==> src/rtl/coef_loader.sv <==
// Coefficient RAM loader: assembles 16-bit coefficients from a byte stream and writes them out.
// Optional checksum trailer, enabled by defining COEF_CHECKSUM_EN.
module coef_loader #(
  parameter int ADDR_WIDTH = 8,
  parameter int N_COEFS    = 64
) (
  input  logic                  clk_in,
  input  logic                  rst_in,
  input  logic                  start_in,
  input  logic [7:0]            byte_in,
  input  logic                  byte_valid_in,
  output logic                  byte_ready_out,
  output logic                  we_out,
  output logic [ADDR_WIDTH-1:0] waddr_out,
  output logic [15:0]           wdata_out,
  output logic                  busy_out,
  output logic                  done_out,
  output logic                  err_out
);

`ifdef COEF_CHECKSUM_EN
  typedef enum logic [2:0] {
    IDLE, GET_HI, GET_LO, WRITE, GET_CK_HI, GET_CK_LO, DONE
  } state_t;
`else
  typedef enum logic [2:0] {
    IDLE, GET_HI, GET_LO, WRITE, DONE
  } state_t;
`endif

  localparam logic [ADDR_WIDTH:0] N_LIM = (ADDR_WIDTH+1)'(N_COEFS);

  state_t                state, state_nxt;
  logic [ADDR_WIDTH-1:0] cnt;
  logic [ADDR_WIDTH:0]   cnt_inc;
  logic [15:0]           wdata;
  logic                  last;
  logic                  accept;

  // Counter compare is one bit wider so N_COEFS == 2**ADDR_WIDTH never wraps.
  assign cnt_inc   = {1'b0, cnt} + {{ADDR_WIDTH{1'b0}}, 1'b1};
  assign last      = (cnt_inc >= N_LIM);
  assign waddr_out = cnt;
  assign wdata_out = wdata;

  always_comb begin
    state_nxt      = state;
    byte_ready_out = 1'b0;
    we_out         = 1'b0;
    busy_out       = 1'b0;
    done_out       = 1'b0;
    case (state)
      IDLE: ;
      GET_HI: begin
        byte_ready_out = 1'b1;
        busy_out       = 1'b1;
        if (byte_valid_in) state_nxt = GET_LO;
      end
      GET_LO: begin
        byte_ready_out = 1'b1;
        busy_out       = 1'b1;
        if (byte_valid_in) state_nxt = WRITE;
      end
      WRITE: begin
        busy_out = 1'b1;
        we_out   = !start_in;
`ifdef COEF_CHECKSUM_EN
        state_nxt = last ? GET_CK_HI : GET_HI;
`else
        state_nxt = last ? DONE : GET_HI;
`endif
      end
`ifdef COEF_CHECKSUM_EN
      GET_CK_HI: begin
        byte_ready_out = 1'b1;
        busy_out       = 1'b1;
        if (byte_valid_in) state_nxt = GET_CK_LO;
      end
      GET_CK_LO: begin
        byte_ready_out = 1'b1;
        busy_out       = 1'b1;
        if (byte_valid_in) state_nxt = DONE;
      end
`endif
      DONE: begin
        done_out  = 1'b1;
        state_nxt = IDLE;
      end
      default: state_nxt = IDLE;
    endcase
    // A start pulse in any state (including mid-load abort) restarts at address 0.
    if (start_in) state_nxt = GET_HI;
  end

  assign accept = byte_ready_out & byte_valid_in;

`ifdef COEF_CHECKSUM_EN
  logic [15:0] sum;
  logic [7:0]  ck_hi;
  logic        err;

  assign err_out = err;

  always_ff @(posedge clk_in or posedge rst_in) begin
    if (rst_in) begin
      state <= IDLE;
      cnt   <= '0;
      wdata <= '0;
      sum   <= '0;
      ck_hi <= '0;
      err   <= 1'b0;
    end else begin
      state <= state_nxt;
      if (start_in) begin
        cnt <= '0;
        sum <= '0;
        err <= 1'b0;
      end else begin
        case (state)
          GET_HI:    if (accept) wdata[15:8] <= byte_in;
          GET_LO:    if (accept) wdata[7:0]  <= byte_in;
          WRITE: begin
            sum <= sum + wdata;
            if (!last) cnt <= cnt_inc[ADDR_WIDTH-1:0];
          end
          GET_CK_HI: if (accept) ck_hi <= byte_in;
          GET_CK_LO: if (accept) err <= (sum != {ck_hi, byte_in});
          default: ;
        endcase
      end
    end
  end
`else
  assign err_out = 1'b0;

  always_ff @(posedge clk_in or posedge rst_in) begin
    if (rst_in) begin
      state <= IDLE;
      cnt   <= '0;
      wdata <= '0;
    end else begin
      state <= state_nxt;
      if (start_in) begin
        cnt <= '0;
      end else begin
        case (state)
          GET_HI: if (accept) wdata[15:8] <= byte_in;
          GET_LO: if (accept) wdata[7:0]  <= byte_in;
          WRITE:  if (!last) cnt <= cnt_inc[ADDR_WIDTH-1:0];
          default: ;
        endcase
      end
    end
  end
`endif

endmodule

==> config.mk <==
export PLATFORM = sky130hd
export DESIGN_NAME = coef_loader
export DESIGN_NICKNAME = d
export VERILOG_FILES = /design/src/rtl/coef_loader.sv
export SDC_FILE = /design/constraint.sdc
export NUM_CORES = 1
export LEC_CHECK = 0
export BUFFER_PORTS_ARGS = -buffer_cell sky130_fd_sc_hd__buf_4
export CORE_MARGIN = 5
export CORE_UTILIZATION = 45
export DETAILED_ROUTE_END_ITERATION = 10
export HOLD_SLACK_MARGIN = 0.15
export PLACE_DENSITY = 0.68
export REMOVE_ABC_BUFFERS = 1
export SLEW_MARGIN = 10
export SYNTH_ARGS = -nofsm -noshare
export SYNTH_HDL_FRONTEND = slang
export SYNTH_SLANG_ARGS = --single-unit
==> constraint.sdc <==
create_clock -name clk_in -period 4.3 [get_ports clk_in]
set_input_delay 0.215 -clock clk_in [delete_from_list [all_inputs] [get_ports clk_in]]
set_output_delay 0.215 -clock clk_in [all_outputs]
set_load 0.005 [all_outputs]
=== Word-level counts from Yosys, hierarchy flattened ===
Cells that the tools add are included.

* Bitwise logic cells: 2
* Order comparisons: 1
* Reductions and logical operators: 9
* Mux-type cells: 12
* Add/sub/neg operators: 1
* Equality and inequality tests: 8

{| class="wikitable"
|+ Operators with widths
! operator !! number
|-
| $mux W8 || 3
|-
| $mux W3 || 4
|-
| $pmux W3 S4 || 1
|-
| $add A8 B1 Y9 const B || 1
|-
| $ge A9 B7 Y1 const B || 1
|-
| $reduce_and A3 Y1 || 3
|-
| $eq A3 B2 Y1 const B || 2
|-
| $ne A3 B3 Y1 const B || 2
|-
| $mux W1 || 4
|-
| $ne A2 B2 Y1 const B || 2
|-
| $eq A3 B1 Y1 const B || 1
|-
| $eq A3 B3 Y1 const B || 1
|-
| $logic_not A3 Y1 || 1
|-
| $reduce_or A3 Y1 || 1
|-
| $reduce_and A2 Y1 || 1
|-
| $reduce_bool A2 Y1 || 1
|-
| $reduce_or A2 Y1 || 1
|-
| $and A1 B1 Y1 || 1
|-
| $logic_not A1 Y1 || 1
|-
| $not A1 Y1 || 1
|}

* Output and inout port bits: 29
* Register bits after elaboration: 27

=== Logic depth before layout (Yosys ltp) ===
* Depth after elaboration: 5
* Depth in mapped cells: 5
* Depth with buffers taken out: 5

=== Least setup slack after synthesis ===
OpenSTA, ideal clock, no wires.

* Path kind: reg2reg
* Start point: reg cnt[0] (netlist: waddr_out[0])
* End point: reg cnt[4] (netlist: waddr_out[4])
* Clock period less this slack: 1,913 ps
* Data arrival time: 1,787 ps
* Library setup time: 125 ps
* Slack: 2,387 ps
* Stages on the path, launching flop included: 6
* Path through: dfrtp_1 ha_1 a31o_4 a2111oi_4 nand3_1 mux2_4

* Cells in the longest elaborated chain, start to end: 4

{| class="wikitable"
|+ RTL lines
! what !! RTL line !! RTL
|-
| from (decl) || 34 || <nowiki>logic [ADDR_WIDTH-1:0] cnt;</nowiki>
|-
| from (signal assigned) || 149 || <nowiki>WRITE: if (!last) cnt <= cnt_inc[ADDR_WIDTH-1:0];</nowiki>
|-
| $add A8 B1 Y9 (*) || 41 || <nowiki>assign cnt_inc = {1'b0, cnt} + {{ADDR_WIDTH{1'b0}}, 1'b1};</nowiki>
|-
| $ge A9 B7 Y1 / $mux W8 (equally long branches) || 42, 149 ||
|-
| $ne A2 B2 Y1 (no line) / $mux W8 (equally long branches) || n/a ||
|-
| $reduce_and A2 Y1 (no line) / $mux W8 (equally long branches) || n/a ||
|}

Every way passes the cells marked *; elsewhere a longest branch is shown, timed or not. The select of a mux whose other input is x is not followed.
A chain may end at the register's enable or synchronous reset.

=== Final worst setup path ===
Ends and elaborated chain as after synthesis.

==> results_dict.tcl <==
set metrics [dict create \
    crit_path_end_kind "flip-flop" \
    avgViaCountPerCell 4.978 \
    grt_pass1_vias 966 \
    yosys_register_bits 27 \
    ant_nets 0 \
    vias 901 \
    tightest_slew_ns 0.9975 \
    slew_viol_final 0 \
    m1WireLength_um 1102 \
    wl_per_cell_um 14.09 \
    drt_first_pass_iters 4 \
    power_frac_comb 0.254 \
    synth_cells 100 \
    htreeDepth 1 \
    grt_max_degree 28 \
    yosysSeqAreaShare 0.4839 \
    p_int_mw 0.4246 \
    numPortBuffers 39 \
    numCtsBuffers 3 \
    clockRootBuffer "clkbuf_4" \
    yosysWarnings 0 \
    setup_tns_ns 0 \
    io-pin-count 41 \
    num_antenna_cells 0 \
    multi_input_area_sq_um 623.1 \
    initial_core_util 0.4650 \
    rows 20 \
    synth.area.top_cells "dfrtp_1, mux2_2, bufbuf_16" \
    p_per_area_nw_per_um2 326.0 \
    arrival_ns 2.23 \
    irDropWorstVdd_mv 0.1785 \
    track_usage 0.1328 \
    fin_crit_ns 1.994 \
    synth_edf_count 0 \
    finalHoldViolCount 0 \
    fmax_mhz 501.4 \
    placedCellCount 167 \
    hold_path_class "input pin to flip-flop" \
    cp_top_family "compound AO/OA/AOI/OAI gates" \
    crit_buf_inv 0 \
    fin_crit_sh 0.4638 \
    drt_wl_total_um 2550 \
    switching_share 0.2642 \
    outcome "finished clean" \
    fill_cells 252 \
    syn2layout_area_growth_pct 26.79 \
    rsz0062_at_grt "false" \
    grt_pass1_wl_um 4429 \
    ys.flop_type "dfrtp_1" \
    area.sequential_sq_um 675.6 \
    skew_ns 0.004427 \
    max_cap_viol_count 0 \
    syn_area_sq_um 1396 \
    cts.path.max_buffers 2 \
    ctsResizeCount 0 \
    synth_top_cell_by_area "dfrtp_1" \
    cts_tree "yes" \
    antenna_found_initial 0 \
    total_leakage_power_nw 0.8341 \
    place.gp.congestion 0.8522 \
    clk_pin_slew_ns 0.15 \
    cts_num_sinks 27 \
    detailedRoute.firstIterationViolations 38 \
    fin_area_sq_um 1770 \
    syn_area_per_cell_sq_um 13.96 \
    dp_hpwl_um 1898 \
    path_max_fanout 7 \
    synth.distinct_cells 34 \
    crit_type "flip-flop to flip-flop" \
    clk_latency_ns 0.33 \
    worst_path_max_delay_cell "dfrtp_1" \
    maxSlewHeadroom 0.3342 \
    met3_length_um 146 \
    power.switching_mw 0.1525 \
    synthArstFlopShare 1.000 \
    max_stage_delay_ns 0.49 \
    highest_layer "met4" \
    clock_power_share 0.196 \
    synth.top_cell.area_share 0.4839 \
    fin_nets 163 \
    cp.required_ns 4.53 \
    setup_viol 0 \
    placed_area_sq_um 1640 \
    p_seq_frac 0.550 \
    layout-drive-gt1-share 0.4797 \
    power.total_mw 0.5771 \
    die_h_um 65.71 \
    instances_no_fill 181 \
    gr-total-overflow 0 \
    core-area_sq_um 3003 \
    die_area_sq_um 4317 \
    die_w_um 65.71 \
    worstPathCellList "ha_1 -> a31o_4 -> a2111oi_4 -> nand3_1 -> mux2_4" \
    drcViolationCount 0 \
    wl_met2_um 1270 \
    cp-start-kind "flip-flop" \
]
[worst paths after layout]
path | start | to | slack [ns] | depth (start not counted)
max in group asynchronous | rst_in | waddr_out[2] | 3.04 | 3
worst min-delay path | byte_valid_in | state[0] | 0.29 | 5
worst min register to register | wdata_out[6] | wdata_out[6] | 0.53 | 1
min in group asynchronous | rst_in | wdata_out[7] | 0.66 | 3
worst max-delay path | waddr_out[0] | waddr_out[4] | 2.31 | 5
worst max register to register | waddr_out[0] | waddr_out[4] | 2.31 | 5
[tightest hold or removal path: cells and delay by family]
kind            cells  cell delay, ns
compound gates      1            0.08
buf+inv             1            0.09
simple gates        2            0.15
mux                 1            0.07
[metrics by stage]
step | util | hold WS, ns | setup slack [ns]
6_report | 0.5896 | 0.2947 | 2.306
5_1_grt | 0.5896 | 0.2848 | 2.225
4_1_cts | 0.5896 | 0.2840 | 2.301
3_5_place_dp | 0.5463 | 0.4619 | 2.329
3_3_place_gp | 0.5463 | 0.4552 | 2.368
2_1_floorplan | - | 0.2677 | 2.388
[cells by family (layout without fill, tap and decap cells)]
group / after synthesis / count (layout) / synth area share
buf+inv: 7 / 55 / 0.06989
xor+xnor: 4 / 4 / 0.02509
flops: 27 / 27 / 0.4839
simple gates: 31 / 31 / 0.1613
compound gates: 7 / 7 / 0.06989
mux: 21 / 21 / 0.1693
fa+ha+maj: 2 / 2 / 0.01792
other cells: 1 / 1 / 0.002686
[sequential cells by signal, indices dropped and copies added (netlist names)]
register / cells
state: 3
waddr_out: 8
wdata_out: 16
[synth_stat cells, types with 2 or more instances]
master,n
inv_1,2
ha_1,2
mux2i_1,3
dfrtp_1,27
nand3_1,2
xnor2_1,4
nor3_1,2
nor2b_1,4
nand2b_1,2
bufbuf_16,2
mux2_2,17
nor2_1,11
[final cells by class]
class,instances,share of cell area
Clock inverter,1,0.004240
Inverter,2,0.004240
Timing Repair Buffer,49,0.2219
Clock buffer,3,0.01272
Tap cell,33,0.02332
Multi-Input combinational cell,66,0.3519
Sequential cell,27,0.3816
[power groups by stage]
stage,registers (mW),clock network (mW),logic [mW]
floorplan,0.324,0,0.0558
CTS,0.318,0.122,0.151
global route,0.325,0.133,0.162
detailed placement,0.323,0,0.143
finish,0.318,0.113,0.147
global placement,0.321,0,0.140
[layout by cell type, fill, tap and decap left out, types with 2 or more instances in the layout]
| cell | instances |
|---|---|
| xnor2_1 | 4 |
| ha_1 | 2 |
| nand2b_1 | 2 |
| clkbuf_4 | 3 |
| dlygate4sd3_1 | 10 |
| mux2_2 | 17 |
| nand3_1 | 2 |
| nor3_1 | 2 |
| buf_4 | 39 |
| nor2b_1 | 4 |
| inv_1 | 2 |
| dfrtp_1 | 27 |
| mux2i_1 | 3 |
| nor2_1 | 11 |
[per-layer routing]
layer	track usage	vias up
li1	-	440
met1	0.1605	429
met2	0.2290	28
met3	0.02564	4
met4	0.05440	0
met5	0	-
[repair_timing]
item                      in CTS  in global routing
setup buffers                  0                  0
hold endpoints to repair      49                  0
hold buffers                  10                  0
No activity file was read; power rests on OpenSTA's default activity.
